## src/rtl/ldpc_dvb_enc_mux_pp_pkg.sv

```systemverilog
// Shared encoder output types: column/data/bank words, parity frame strobes and bank stepping.
package ldpc_dvb_enc_mux_pp_pkg;

  localparam int unsigned cZW       = 360;
  localparam int unsigned cCOL_W    = 8;
  localparam int unsigned cBANK_W   = 2;

  typedef logic [cCOL_W-1:0]  col_t;
  typedef logic [cZW-1:0]     zdat_t;
  typedef logic [cBANK_W-1:0] bank_t;

  // Bank-free parity frame markers, qualified by the parity valid
  typedef struct packed {
    logic sof;
    logic eof;
  } pstrb_t;

  function automatic int unsigned bank_inc(input int unsigned bank, input int unsigned num);
    return (bank + 1 >= num) ? 0 : bank + 1;
  endfunction

endpackage

```

## src/rtl/ldpc_dvb_enc_bank_ctrl.sv

```systemverilog
// Output buffer bank rotation: write/read pointers, per-bank full flags and reader release.
module ldpc_dvb_enc_bank_ctrl
  import ldpc_dvb_enc_mux_pp_pkg::*;
#(
  parameter int unsigned pBANK_NUM = 2,
  parameter int unsigned pBANK_W   = 1
) (
  input  logic               iclk,
  input  logic               ireset,
  input  logic               iclkena,
  input  logic               ieof,
  input  logic               irelease,
  output logic [pBANK_W-1:0] owbank,
  output logic               obusy_c,
  output logic               orel_err_c
);

  localparam int unsigned cSLOTS = 1 << pBANK_W;

  logic [cSLOTS-1:0]  busy;
  logic [cSLOTS-1:0]  busy_nxt;
  logic [pBANK_W-1:0] rbank;
  logic               rel_ok;

  assign obusy_c    = busy[owbank];
  assign rel_ok     = irelease & busy[rbank];
  assign orel_err_c = irelease & ~busy[rbank];

  // Release clears before eof sets, so a shared bank ends up full
  always_comb begin
    busy_nxt = busy;
    if (rel_ok) busy_nxt[rbank] = 1'b0;
    if (ieof)   busy_nxt[owbank] = 1'b1;
  end

  always_ff @(posedge iclk or posedge ireset) begin
    if (ireset) begin
      busy   <= '0;
      owbank <= '0;
      rbank  <= '0;
    end else if (iclkena) begin
      busy <= busy_nxt;
      if (ieof)   owbank <= pBANK_W'(bank_inc(32'(owbank), pBANK_NUM));
      if (rel_ok) rbank  <= pBANK_W'(bank_inc(32'(rbank), pBANK_NUM));
    end
  end

endmodule

```

## src/rtl/ldpc_dvb_enc_mux_pp.sv

```systemverilog
// Encoder output muxer: merges data columns and parity rows into a rotating multi-bank buffer.
module ldpc_dvb_enc_mux_pp
  import ldpc_dvb_enc_mux_pp_pkg::*;
#(
  parameter int unsigned pZW       = 360,
  parameter int unsigned pCOL_W    = 8,
  parameter int unsigned pBANK_NUM = 2,
  parameter int unsigned pBANK_W   = 1
) (
  input  logic               iclk,
  input  logic               ireset,
  input  logic               iclkena,
  input  logic [pCOL_W-1:0]  iused_data_col,
  input  logic [pCOL_W-1:0]  iused_par_col,
  input  logic               ival,
  input  logic [pCOL_W-1:0]  icol,
  input  logic [pZW-1:0]     idat,
  input  logic               ipval,
  input  logic               ipsof,
  input  logic               ipeof,
  input  logic [pZW-1:0]     ipacc,
  input  logic [pZW-1:0]     ipline,
  input  logic               irelease,
  output logic               owrite,
  output logic [pBANK_W-1:0] owbank,
  output logic [pCOL_W-1:0]  owaddr,
  output logic [pZW-1:0]     owdat,
  output logic               opwrite,
  output logic [pCOL_W-1:0]  opwaddr,
  output logic               owfull,
  output logic               obusy,
  output logic               oerr
);

  logic               busy_c;
  logic               rel_err_c;
  logic [pBANK_W-1:0] wbank;
  pstrb_t             strb_c;
  logic               try_c;
  logic               accept_c;
  logic               eof_acc_c;
  logic               len_err_c;
  logic [pCOL_W-1:0]  pidx_c;
  logic [pCOL_W-1:0]  pcnt;

  ldpc_dvb_enc_bank_ctrl #(
    .pBANK_NUM (pBANK_NUM),
    .pBANK_W   (pBANK_W)
  ) u_bank_ctrl (
    .iclk       (iclk),
    .ireset     (ireset),
    .iclkena    (iclkena),
    .ieof       (eof_acc_c),
    .irelease   (irelease),
    .owbank     (wbank),
    .obusy_c    (busy_c),
    .orel_err_c (rel_err_c)
  );

  assign obusy = busy_c;

  // Accept decode and frame-length check on the completing parity word
  always_comb begin
    strb_c     = '{sof: ipval & ipsof, eof: ipval & ipeof};
    try_c      = ival | ipval;
    accept_c   = try_c & ~busy_c;
    eof_acc_c  = accept_c & strb_c.eof;
    pidx_c     = strb_c.sof ? '0 : pCOL_W'(pcnt + pCOL_W'(1));
    len_err_c  = pidx_c != pCOL_W'(iused_par_col - pCOL_W'(1));
  end

  always_ff @(posedge iclk or posedge ireset) begin
    if (ireset) begin
      owrite  <= 1'b0;
      opwrite <= 1'b0;
      owfull  <= 1'b0;
      oerr    <= 1'b0;
      owbank  <= '0;
      pcnt    <= '0;
    end else if (iclkena) begin
      owrite  <= accept_c;
      opwrite <= accept_c & ipval;
      owfull  <= eof_acc_c;
      oerr    <= (try_c & busy_c) | rel_err_c | (eof_acc_c & len_err_c);
      if (accept_c) owbank <= wbank;
      if (accept_c & ipval) pcnt <= strb_c.sof ? '0 : pCOL_W'(pcnt + pCOL_W'(1));
    end
  end

  // Write payload is not reset; parity words chain from the previous written word
  always_ff @(posedge iclk) begin
    if (iclkena && accept_c) begin
      if (ipval) begin
        if (strb_c.sof) begin
          owaddr  <= iused_data_col;
          owdat   <= ipacc ^ ipline;
          opwaddr <= '0;
        end else begin
          owaddr  <= pCOL_W'(owaddr + pCOL_W'(1));
          owdat   <= ipacc ^ owdat;
          opwaddr <= pCOL_W'(opwaddr + pCOL_W'(1));
        end
      end else begin
        owaddr <= icol;
        owdat  <= idat;
      end
    end
  end

endmodule

```

## config.mk

```make
export PLATFORM = sky130hd
export DESIGN_NAME = ldpc_dvb_enc_mux_pp
export DESIGN_NICKNAME = d
export VERILOG_FILES = /design/src/rtl/ldpc_dvb_enc_mux_pp_pkg.sv /design/src/rtl/ldpc_dvb_enc_bank_ctrl.sv /design/src/rtl/ldpc_dvb_enc_mux_pp.sv
export SDC_FILE = /design/constraint.sdc
export NUM_CORES = 1
export LEC_CHECK = 0
export CORE_AREA = 2 2 573 575
export CTS_BUF_LIST = sky130_fd_sc_hd__clkbuf_16
export DETAILED_ROUTE_END_ITERATION = 10
export DIE_AREA = 0 0 575 577
export PLACE_DENSITY = 0.32
export SLEW_MARGIN = 15
export SYNTH_ARGS = -nofsm -noshare
export SYNTH_HDL_FRONTEND = slang
export SYNTH_SLANG_ARGS = --single-unit
```

## constraint.sdc

```tcl
create_clock -name iclk -period 16.6 [get_ports iclk]
set_clock_uncertainty 0.15 [all_clocks]
set_input_delay 1.66 -clock iclk [delete_from_list [all_inputs] [get_ports iclk]]
set_output_delay 1.66 -clock iclk [all_outputs]
set_load 0.05 [all_outputs]
```

==> impl_metrics.py <==
metrics = {
    "outcome": {
        "status": "complete, no violations",
    },
    "clock_tree": {
        "cts_setup_buffers": 0,
        "cts.hold.buffers_added": 0,
        "htree_levels": 3,
        "cts_buffers": 73,
        "cts_buffer_depth": 4,
        "cts-root-buf": "clkbuf_16",
        "cts_tree": "done",
        "clkTransAtPathRegs_ns": 0.06,
        "cts_sinks": 393,
        "clock_latency_ns": 0.76,
        "cts.repair.resized": 0,
    },
    "detailed_routing": {
        "route.antenna.remaining_nets": 0,
        "first_pass_iters": 5,
        "post_drt_wl_per_cell_um": 33.4,
        "wl_mm": 256,
        "drc": 0,
        "via_count": 22159,
        "drtIter0Drc": 934,
        "routed_via_density": 2.89,
    },
    "power_and_ir_drop": {
        "powerDensity_nw_per_um2": 115,
        "p_leak_nw": 15.5,
        "ir_drop_mv": 0.0588,
        "total_power_mw": 5.36,
    },
    "yosys": {
        "syn-num-nets": 2845,
        "synthCells": 1729,
        "synth_compound_gate_area_share_pct": 1.08,
        "syn_area_um2": 24000,
        "synthAdderAreaFrac_pct": 0.209,
        "ys_types": 38,
        "synthMuxAreaShare_pct": 32.5,
        "synth_warnings": 0,
        "synth_seq_cells": 393,
        "avgSynthCellArea_um2": 13.9,
        "synth-simple-area-share_pct": 1.45,
        "synth_xor_area_share_pct": 14.2,
        "synth_top_family_by_area": "multiplexers",
        "ys_seq_area_share_pct": 48.9,
    },
    "global_route": {
        "grt_overflow": 0,
        "grt_usage_pct": 14.9,
        "grt_pass1_wl_mm": 309,
        "grt_max_degree": 94,
        "antenna_found_initial": 310,
        "grt_pass1_vias": 22880,
    },
    "place": {
        "dp_hpwl_mm": 226,
        "io_buffer_count": 1493,
        "dp_cells": 7504,
        "preCtsSetupSlack_ns": 10.26,
        "place_congestion": 0.885,
        "dpl_cell_area_um2": 44200,
    },
    "critical_path": {
        "crit_required_ns": 16.82,
        "slowest_stage": "buf_4",
        "worstPathArrival_ns": 5.66,
        "worstPathCellList": "clkdlybuf4s50_1 > o211ai_1 > inv_8 > buf_4 > buf_4 > buf_4",
        "crit_top_cell": "buf_4",
        "cp_max_fo": 86,
        "start_kind": "primary input",
        "path_buf_inv": 5,
        "critPathCaptureType": "register",
        "criticalPathCategory": "in -> reg",
        "worst_path_largest_cell_delay_ns": 0.80,
        "cp_top_family": "buffers and inverters",
    },
    "die": {
        "initial_core_util_pct": 7.36,
        "ios": 1494,
        "coreArea_um2": 326000,
        "die_x_um": 575,
        "placementRows": 210,
        "dieArea_um2": 332000,
        "dieHeight_um": 577,
    },
    "timing": {
        "post-route-period-util_pct": 32.8,
        "final-setup-viol-count": 0,
        "rsz0062_at_grt": "no",
        "hold_ws_ns": 0.334,
        "max_slew.worst_pin.slew_ns": 1.20,
        "worst_slack_ns": 11.16,
        "period_minus_slack_ns": 5.44,
        "tns_ns": 0,
        "max_freq_mhz": 184,
        "hold_viol": 0,
        "max_slew_margin_pct": 20.1,
        "slew_viol_final": 0,
    },
    "finish": {
        "seqCellArea_um2": 11700,
        "syn_to_final_growth_pct": 93.8,
        "mostFrequentLayoutCell": "clkdlybuf4s50_1",
        "final_util_pct": 14.3,
        "layout.cells.non_filler": 7680,
        "multi_input_area_um2": 11900,
        "n_fill_cell": 36555,
        "num-nets-final": 4349,
        "drive_gt1_share_pct": 15.8,
        "final_cell_mix": "1478 x clkdlybuf4s50_1, 376 x edfxtp_1, 374 x xnor2_1, 369 x mux2_2, 364 x mux2i_1",
        "stdcell_area_um2": 46500,
    },
    "hold_path": {
        "hold_class": "reg -> reg",
    },
    "run": {
        "drv_cap": 0,
    },
}
==> path summary, 6_finish.rpt <==
kind / from / to / slack (ns) / depth (start not counted)
max: iclkena / owdat[332]$_DFFE_PP_ / 11.16 / 6
min: opwrite$_DFFE_PP0P_ / opwrite$_DFFE_PP0P_ / 0.33 / 1
max reg2reg: u_bank_ctrl.owbank$_DFFE_PP0P_ / owdat[332]$_DFFE_PP_ / 11.86 / 6
min reg2reg: opwrite$_DFFE_PP0P_ / opwrite$_DFFE_PP0P_ / 0.33 / 1
max in group asynchronous: ireset / pcnt[2]$_DFFE_PP0P_ / 14.59 / 2
min in group asynchronous: ireset / owbank$_DFFE_PP0P_ / 1.22 / 2
==> state kept, by name (all words and copies together), names as in the netlist <==
register            count
owfull                  1
owdat                 360
owaddr                  8
u_bank_ctrl.busy        2
u_bank_ctrl.rbank       1
u_bank_ctrl.owbank      1
owbank                  1
opwaddr                 8
opwrite                 1
pcnt                    8
owrite                  1
oerr                    1
==> synthesized netlist by cell type (all sizes together) <==
library cell | number | share of area (%)
mux2i | 364 | 15
nand4 | 1 | 0.026
nor4b | 1 | 0.037
a31oi | 1 | 0.026
a2111oi | 1 | 0.063
a311o | 1 | 0.047
xor2 | 13 | 0.47
o21ai | 19 | 0.40
a21o | 2 | 0.063
mux2 | 369 | 17
o211ai | 2 | 0.063
nand3 | 14 | 0.29
or4 | 1 | 0.047
buf | 67 | 1.3
nor4 | 2 | 0.052
a21oi | 8 | 0.17
clkinv | 1 | 0.016
inv | 7 | 0.11
a32o | 1 | 0.042
o22ai | 2 | 0.052
ha | 4 | 0.21
edfxtp | 376 | 47
o21bai | 1 | 0.031
clkbuf | 20 | 0.31
nor2 | 20 | 0.34
a21boi | 1 | 0.031
o31ai | 2 | 0.063
and3 | 5 | 0.14
and2 | 3 | 0.078
nand2 | 26 | 0.41
dfrtp | 17 | 1.8
or3 | 1 | 0.026
xnor2 | 375 | 14
a41oi | 1 | 0.037
==> kinds of logic after synthesis <==
kind of cell	Yosys count
buffers and inverters	95
AND/OR/NAND/NOR	74
adder cells (fa/ha/maj)	4
AO/OA/AOI/OAI	42
flip-flops	393
XOR/XNOR	388
multiplexers	733
==> report_power, final <==
| part | internal, mW | total (mW) | leakage, nW | switching (mW) |
|---|---|---|---|---|
| registers | 1.39 | 1.57 | 3.75 | 0.174 |
| logic | 0.828 | 2.27 | 10.7 | 1.45 |
| clock network | 0.857 | 1.52 | 1.14 | 0.664 |
| total | 3.08 | 5.36 | 15.5 | 2.28 |
==> cell type report <==
cell class	count	share of cell area [%]
Antenna cell	52	0.280
Sequential cell	393	25.2
Timing Repair Buffer	1516	32.5
Clock buffer	76	4.09
Clock inverter	48	0.643
Inverter	8	0.0807
Multi-Input combinational cell	1241	25.5
Tap cell	4346	11.7
==> layer usage <==
| metal | vias to the layer above | wire length, um | GRT usage [%] |
|---|---|---|---|
| li1 | 9493 | - | - |
| met1 | 10496 | 99900 | 17.0 |
| met2 | 1425 | 110000 | 22.8 |
| met3 | 539 | 39200 | 10.1 |
| met4 | 206 | 5840 | 2.79 |
| met5 | - | 1310 | 0 |
(Power assumes the default switching activity.)
